--- src/rtl/arb_pkg.sv ---
// arb_pkg: shared state encoding and sizing for the four-requester arbiter.
// Rev 1.0
`default_nettype none

package arb_pkg;

  localparam int NUM_REQ          = 4;
  localparam int DEFAULT_MAX_HOLD = 8;

  typedef enum logic [1:0] {
    IDLE    = 2'd0,
    GRANT   = 2'd1,
    RELEASE = 2'd2
  } state_e;

endpackage

`default_nettype wire

--- src/rtl/req_arbiter_4_prio_pick.sv ---
// prio_pick_4: combinational 4-way picker; first set bit at or after start (start forced to 0 unless rr).
// Rev 1.0
`default_nettype none

module prio_pick_4
  import arb_pkg::*;
(
  input  logic [NUM_REQ-1:0] req_m,
  input  logic [1:0]         start,
  input  logic               rr,
  output logic [NUM_REQ-1:0] win_onehot,
  output logic [1:0]         win_id,
  output logic               any
);

  logic [1:0] base;
  logic [1:0] idx;

  // Walk from the farthest candidate back to base so the nearest set bit is the last write.
  always_comb begin
    base   = rr ? start : 2'd0;
    idx    = 2'd0;
    win_id = 2'd0;
    for (int i = NUM_REQ - 1; i >= 0; i--) begin
      idx = base + 2'(i);
      if (req_m[idx]) begin
        win_id = idx;
      end
    end
    any        = |req_m;
    win_onehot = any ? (NUM_REQ'(1) << win_id) : '0;
  end

endmodule

`default_nettype wire

--- src/rtl/req_arbiter_4.sv ---
// req_arbiter_4: four-requester arbiter, fixed or round-robin, with hold-limit forced release.
// Rev 1.0
`default_nettype none

module req_arbiter_4
  import arb_pkg::*;
#(
  parameter int MAX_HOLD = DEFAULT_MAX_HOLD,
  parameter int CNT_W    = 4
) (
  input  logic               clk,
  input  logic               rst_n,
  input  logic [NUM_REQ-1:0] req,
  input  logic               rr_mode,
  output logic [NUM_REQ-1:0] gnt,
  output logic [1:0]         gnt_id,
  output logic               gnt_valid,
  output logic               timeout
);

  localparam logic [CNT_W-1:0] HOLD_LAST = CNT_W'(MAX_HOLD - 1);

  state_e             state_q, state_d;
  logic [NUM_REQ-1:0] gnt_q, gnt_d;
  logic [NUM_REQ-1:0] mask_q, mask_d;
  logic [1:0]         gnt_id_q, gnt_id_d;
  logic [1:0]         rr_ptr_q, rr_ptr_d;
  logic [CNT_W-1:0]   hold_cnt_q, hold_cnt_d;
  logic               timeout_q, timeout_d;

  logic [NUM_REQ-1:0] req_elig;
  logic [NUM_REQ-1:0] win_onehot;
  logic [1:0]         win_id;
  logic               win_any;
  logic               owner_req;
  logic               hold_expired;

  // Mask is non-zero only in a RELEASE that followed a timeout.
  assign req_elig     = req & ~mask_q;
  assign owner_req    = req[gnt_id_q];
  assign hold_expired = (MAX_HOLD != 0) && (hold_cnt_q == HOLD_LAST);

  prio_pick_4 u_pick (
    .req_m      (req_elig),
    .start      (rr_ptr_q),
    .rr         (rr_mode),
    .win_onehot (win_onehot),
    .win_id     (win_id),
    .any        (win_any)
  );

  always_comb begin
    state_d    = state_q;
    gnt_d      = gnt_q;
    gnt_id_d   = gnt_id_q;
    rr_ptr_d   = rr_ptr_q;
    hold_cnt_d = hold_cnt_q;
    mask_d     = mask_q;
    timeout_d  = 1'b0;
    case (state_q)
      IDLE, RELEASE: begin
        mask_d = '0;
        gnt_d  = '0;
        if (win_any) begin
          gnt_d      = win_onehot;
          gnt_id_d   = win_id;
          hold_cnt_d = '0;
          state_d    = GRANT;
        end else begin
          state_d = IDLE;
        end
      end
      GRANT: begin
        if (!owner_req) begin
          state_d  = RELEASE;
          gnt_d    = '0;
          mask_d   = '0;
          rr_ptr_d = gnt_id_q + 2'd1;
        end else if (hold_expired) begin
          state_d   = RELEASE;
          gnt_d     = '0;
          mask_d    = gnt_q;
          rr_ptr_d  = gnt_id_q + 2'd1;
          timeout_d = 1'b1;
        end else if (hold_cnt_q != '1) begin
          hold_cnt_d = hold_cnt_q + 1'b1;
        end
      end
      default: begin
        state_d = IDLE;
        gnt_d   = '0;
        mask_d  = '0;
      end
    endcase
  end

  always_ff @(posedge clk or negedge rst_n) begin
    if (!rst_n) begin
      state_q    <= IDLE;
      gnt_q      <= '0;
      gnt_id_q   <= 2'd0;
      rr_ptr_q   <= 2'd0;
      hold_cnt_q <= '0;
      mask_q     <= '0;
      timeout_q  <= 1'b0;
    end else begin
      state_q    <= state_d;
      gnt_q      <= gnt_d;
      gnt_id_q   <= gnt_id_d;
      rr_ptr_q   <= rr_ptr_d;
      hold_cnt_q <= hold_cnt_d;
      mask_q     <= mask_d;
      timeout_q  <= timeout_d;
    end
  end

  assign gnt       = gnt_q;
  assign gnt_id    = gnt_id_q;
  assign gnt_valid = |gnt_q;
  assign timeout   = timeout_q;

endmodule

`default_nettype wire

--- config.mk ---
export PLATFORM = sky130hd
export DESIGN_NAME = req_arbiter_4
export DESIGN_NICKNAME = d
export VERILOG_FILES = /design/src/rtl/arb_pkg.sv /design/src/rtl/req_arbiter_4_prio_pick.sv /design/src/rtl/req_arbiter_4.sv
export SDC_FILE = /design/constraint.sdc
export NUM_CORES = 1
export LEC_CHECK = 0
export CORE_ASPECT_RATIO = 0.9
export CORE_UTILIZATION = 40
export CTS_BUF_LIST = sky130_fd_sc_hd__clkbuf_16
export CTS_CLUSTER_DIAMETER = 200
export DETAILED_ROUTE_END_ITERATION = 8
export HOLD_SLACK_MARGIN = 0.12
export PLACE_DENSITY_LB_ADDON = 0.1
export SLEW_MARGIN = 20
export SYNTH_ARGS = -nofsm -noshare
export SYNTH_HDL_FRONTEND = slang
export SYNTH_HIERARCHICAL = 1
export SYNTH_SLANG_ARGS = --single-unit
--- constraint.sdc ---
create_clock -name clk -period 2.49 [get_ports clk]
set_input_delay 0.3735 -clock clk [delete_from_list [all_inputs] [get_ports clk]]
set_output_delay 0.3735 -clock clk [all_outputs]
set_load 0.01 [all_outputs]
==> reports/qor.csv <==
stage,metric,value,unit
final_layout,area grow syn2layout,25.2,%
yosys,compound-cell area share of the yosys netlist,21.7,%
timing,final worst setup slack,0.234,ns
clock_network,setup bufs post-CTS,0,
timing,"Slew Viols, Final",0,
setup_path,"Arr. time, crit path",2.39,ns
final_layout,share of layout cells above drive strength 1,14.9,%
yosys,"FFs w/ async S/R, synth",100,%
setup_path,Critical Path Source Type,primary input,
setup_path,worst setup path startpoint,req[3],
setup_path,reg-to-reg startpoint,mask_q[3],
outcome,status,"complete, no violations",
final_layout,Final Non-Filler Cells,181,
power,pwr dens,1050,mW/mm²
timing,RSZ-0062 raised after global routing,no,
timing,Fin. Hold Viols,0,
placed_design,GPL Wtd Cong,0.837,
yosys,post-synthesis cell type count,48,
yosys,mux contribution to synthesized area,7.98,%
global_routing,global-route wire length before repair,4060,µm
job,Max Cap Viol,0,
final_layout,Final nets,150,
yosys,Mapped Cells,121,
clock_network,Clock transition at path regs,0.05,ns
yosys,post-synthesis sequential area ratio,41.5,%
yosys,Post-Syn Area per Cell,9.46,µm²
placed_design,HPWL after DPL,1860,µm
timing,Hold Slack,0.465,ns
yosys,top cell type's share of synthesized area,41.5,%
power,Worst VDD drop,0.000463,V
yosys,XOR/XNOR Fraction of Synth Area,0.765,%
setup_path,critical path endpoint category,register,
detailed_routing,DRT iter0 DRCs,61,
setup_path,WS Path Type,primary input to register,
timing,# setup viols final,0,
worst_hold_path,worst hold path type,primary input to async pin,
yosys,Synth area leaders,"dfrtp_1 (42%), nand2_1 (6.9%), mux2i_1 (4.4%), a21oi_1 (3.5%), nor2b_1 (3.3%)",
detailed_routing,Routed WL,2470,µm
timing,TNS Setup,0,ns
yosys,Synth Cell Area,0.00114,mm²
yosys,Synth warnings,6,
floorplan,die height,52.8,µm
timing,fmax,443,MHz
yosys,"EDFF count, synth",0,
detailed_routing,WL/cell,13.7,µm
yosys,Post-Synth Simple-Gate Area,22.7,%
placed_design,placed cell count,177,
global_routing,gr ovfl total,0,
floorplan,area of the core,0.00273,mm²
yosys,largest family of logic cells by synthesized area,simple AND/OR/NAND/NOR gates,
clock_network,Num Clock Sinks,19,
detailed_routing,DRT Pass-1 Iters,4,
timing,worst slew pin tran,0.429,ns
detailed_routing,DRC errors left,0,
clock_network,root buf cell,clkbuf_16,
timing,final cycle utilization of the critical path,90.6,%
clock_network,Hold Buf Count CTS,0,
floorplan,full die area,0.00308,mm²
clock_network,Clock Tree Buf Depth,2,
yosys,Synth Area in Adders,1.09,%
setup_path,CP Data Required Time,2.62,ns
timing,clock skew,0.00199,ns
detailed_routing,Vias/cell,5.32,
clock_network,cells resized by post-CTS repair,0,
clock_network,CTS tree,done,
floorplan,Initial Util,42.0,%
final_layout,Antenna Cells,0,
detailed_routing,Detail Route Antenna Nets,0,
placed_design,pre-CTS WS,0.0125,ns
floorplan,Die W,58.4,µm
power,Pleak,0.662,nW
floorplan,FP Rows,18,
yosys,"area leader, netlist",dfrtp_1,
clock_network,number of buffers created by CTS,3,
clock_network,later-pin clock latency in the skew report,0.25,ns
global_routing,Total GRT Usage,17.9,%
yosys,Mapped Nets,129,
floorplan,IO Count,15,
yosys,top_reg_cell synth,dfrtp_1,
final_layout,Filler Cells Inserted,249,
timing,Slew headroom,71.4,%
global_routing,initial antenna violation count,0,
placed_design,Port Buf Inserts,14,
global_routing,vias in the first global route,899,
global_routing,largest net degree at the start of global routing,20,
clock_network,H-Tree Depth,1,
detailed_routing,via count,963,
timing,Period minus WS final,2.26,ns
setup_path,flop-to-flop setup slack,0.46,ns
setup_path,crit path max fanout,6,
yosys,Synth Register Bits,19,
[placed cells by master, fill, tap and decap left out, types with 2 or more instances in the layout]
master	count
mux2_4	2
o211ai_1	2
clkbuf_16	3
or4_1	2
a21oi_1	8
a22o_1	4
buf_4	6
nor2_1	4
a32oi_1	2
mux2i_1	5
and4b_1	2
dfrtp_1	19
nand2_1	21
o21ai_0	2
clkdlybuf4s50_1	14
nor2b_1	6
inv_1	7
nand3_1	2
[path summary, 6_finish.rpt]
kind,to,depth (start not counted)
max,gnt[0],8
min,gnt[2],2
max reg2reg,gnt[0],7
min reg2reg,hold_cnt_q[0],1
max in group asynchronous,rr_ptr_q[1],2
min in group clk,hold_cnt_q[0],1
[where the power goes]
part	switching, W	internal (W)	leakage [nW]
combinational	0.000311	0.000365	0.369
clock	0.000108	0.000213	0.0423
sequential	0.000119	0.000392	0.250
[state kept, by name (all words and copies together), names as in the netlist]
register    cells
gnt             4
mask_q          4
state_q         2
timeout         1
gnt_id          2
hold_cnt_q      4
rr_ptr_q        2
[cells in the mapped netlist, types with 2 or more instances]
cell type and number:
nand2_1 21, dfrtp_1 19, a21oi_1 8, inv_1 6, nor2b_1 6, mux2i_1 5, a22o_1 4, nor2_1 4
a32oi_1 2, and4b_1 2, buf_2 2, mux2_4 2, nand3_1 2, o211ai_1 2, o21ai_0 2, or4_1 2
[stage by stage]
| step | util (%) | power (W) | instance area (µm²) |
|---|---|---|---|
| floorplan | - | 0.000958 | 1140 |
| global placement | 49.7 | 0.00118 | 1360 |
| detailed placement | 49.7 | 0.00119 | 1360 |
| CTS | 52.6 | 0.00152 | 1430 |
| global route | 52.6 | 0.00161 | 1430 |
| finish | 52.6 | 0.00151 | 1430 |
[kinds of logic (layout without fill, tap and decap cells)]
kind of cell,after synthesis,after routing
fa+ha+maj,1,1
buf+inv,10,30
compound gates,33,33
mux,8,8
xor+xnor,1,1
simple gates,49,49
flops,19,19
[layout make-up]
| cell class | count | area (µm²) | share of cell area, % |
|---|---|---|---|
| inverters | 6 | 22.5 | 1.57 |
| clock inverters | 1 | 3.75 | 0.262 |
| repair buffers | 20 | 185 | 12.9 |
| well taps | 40 | 50.0 | 3.49 |
| multi-input cells | 92 | 622 | 43.4 |
| flip-flops and latches | 19 | 475 | 33.2 |
| clock buffers | 3 | 75.1 | 5.24 |
[metal layers]
metal	routed length [µm]	global-route usage (%)	part of all wire (%)	vias to the layer above
met1	1190	24.7	48	468
met2	1180	28.4	48	15
met3	70	2.96	2.8	3
li1	-	-	-	477
met5	0	0	0	-
met4	31	5.95	1.3	0
[worst max-delay path, stage by stage]
cell and delay (ns):
clkdlybuf4s50_1 0.47, nor2b_1 0.34, and4b_1 0.28, a31oi_1 0.05, o211ai_1 0.13, o2111ai_1 0.26, and4b_1 0.28, a22o_1 0.21
Note: power is estimated with default switching activity, not from simulation.
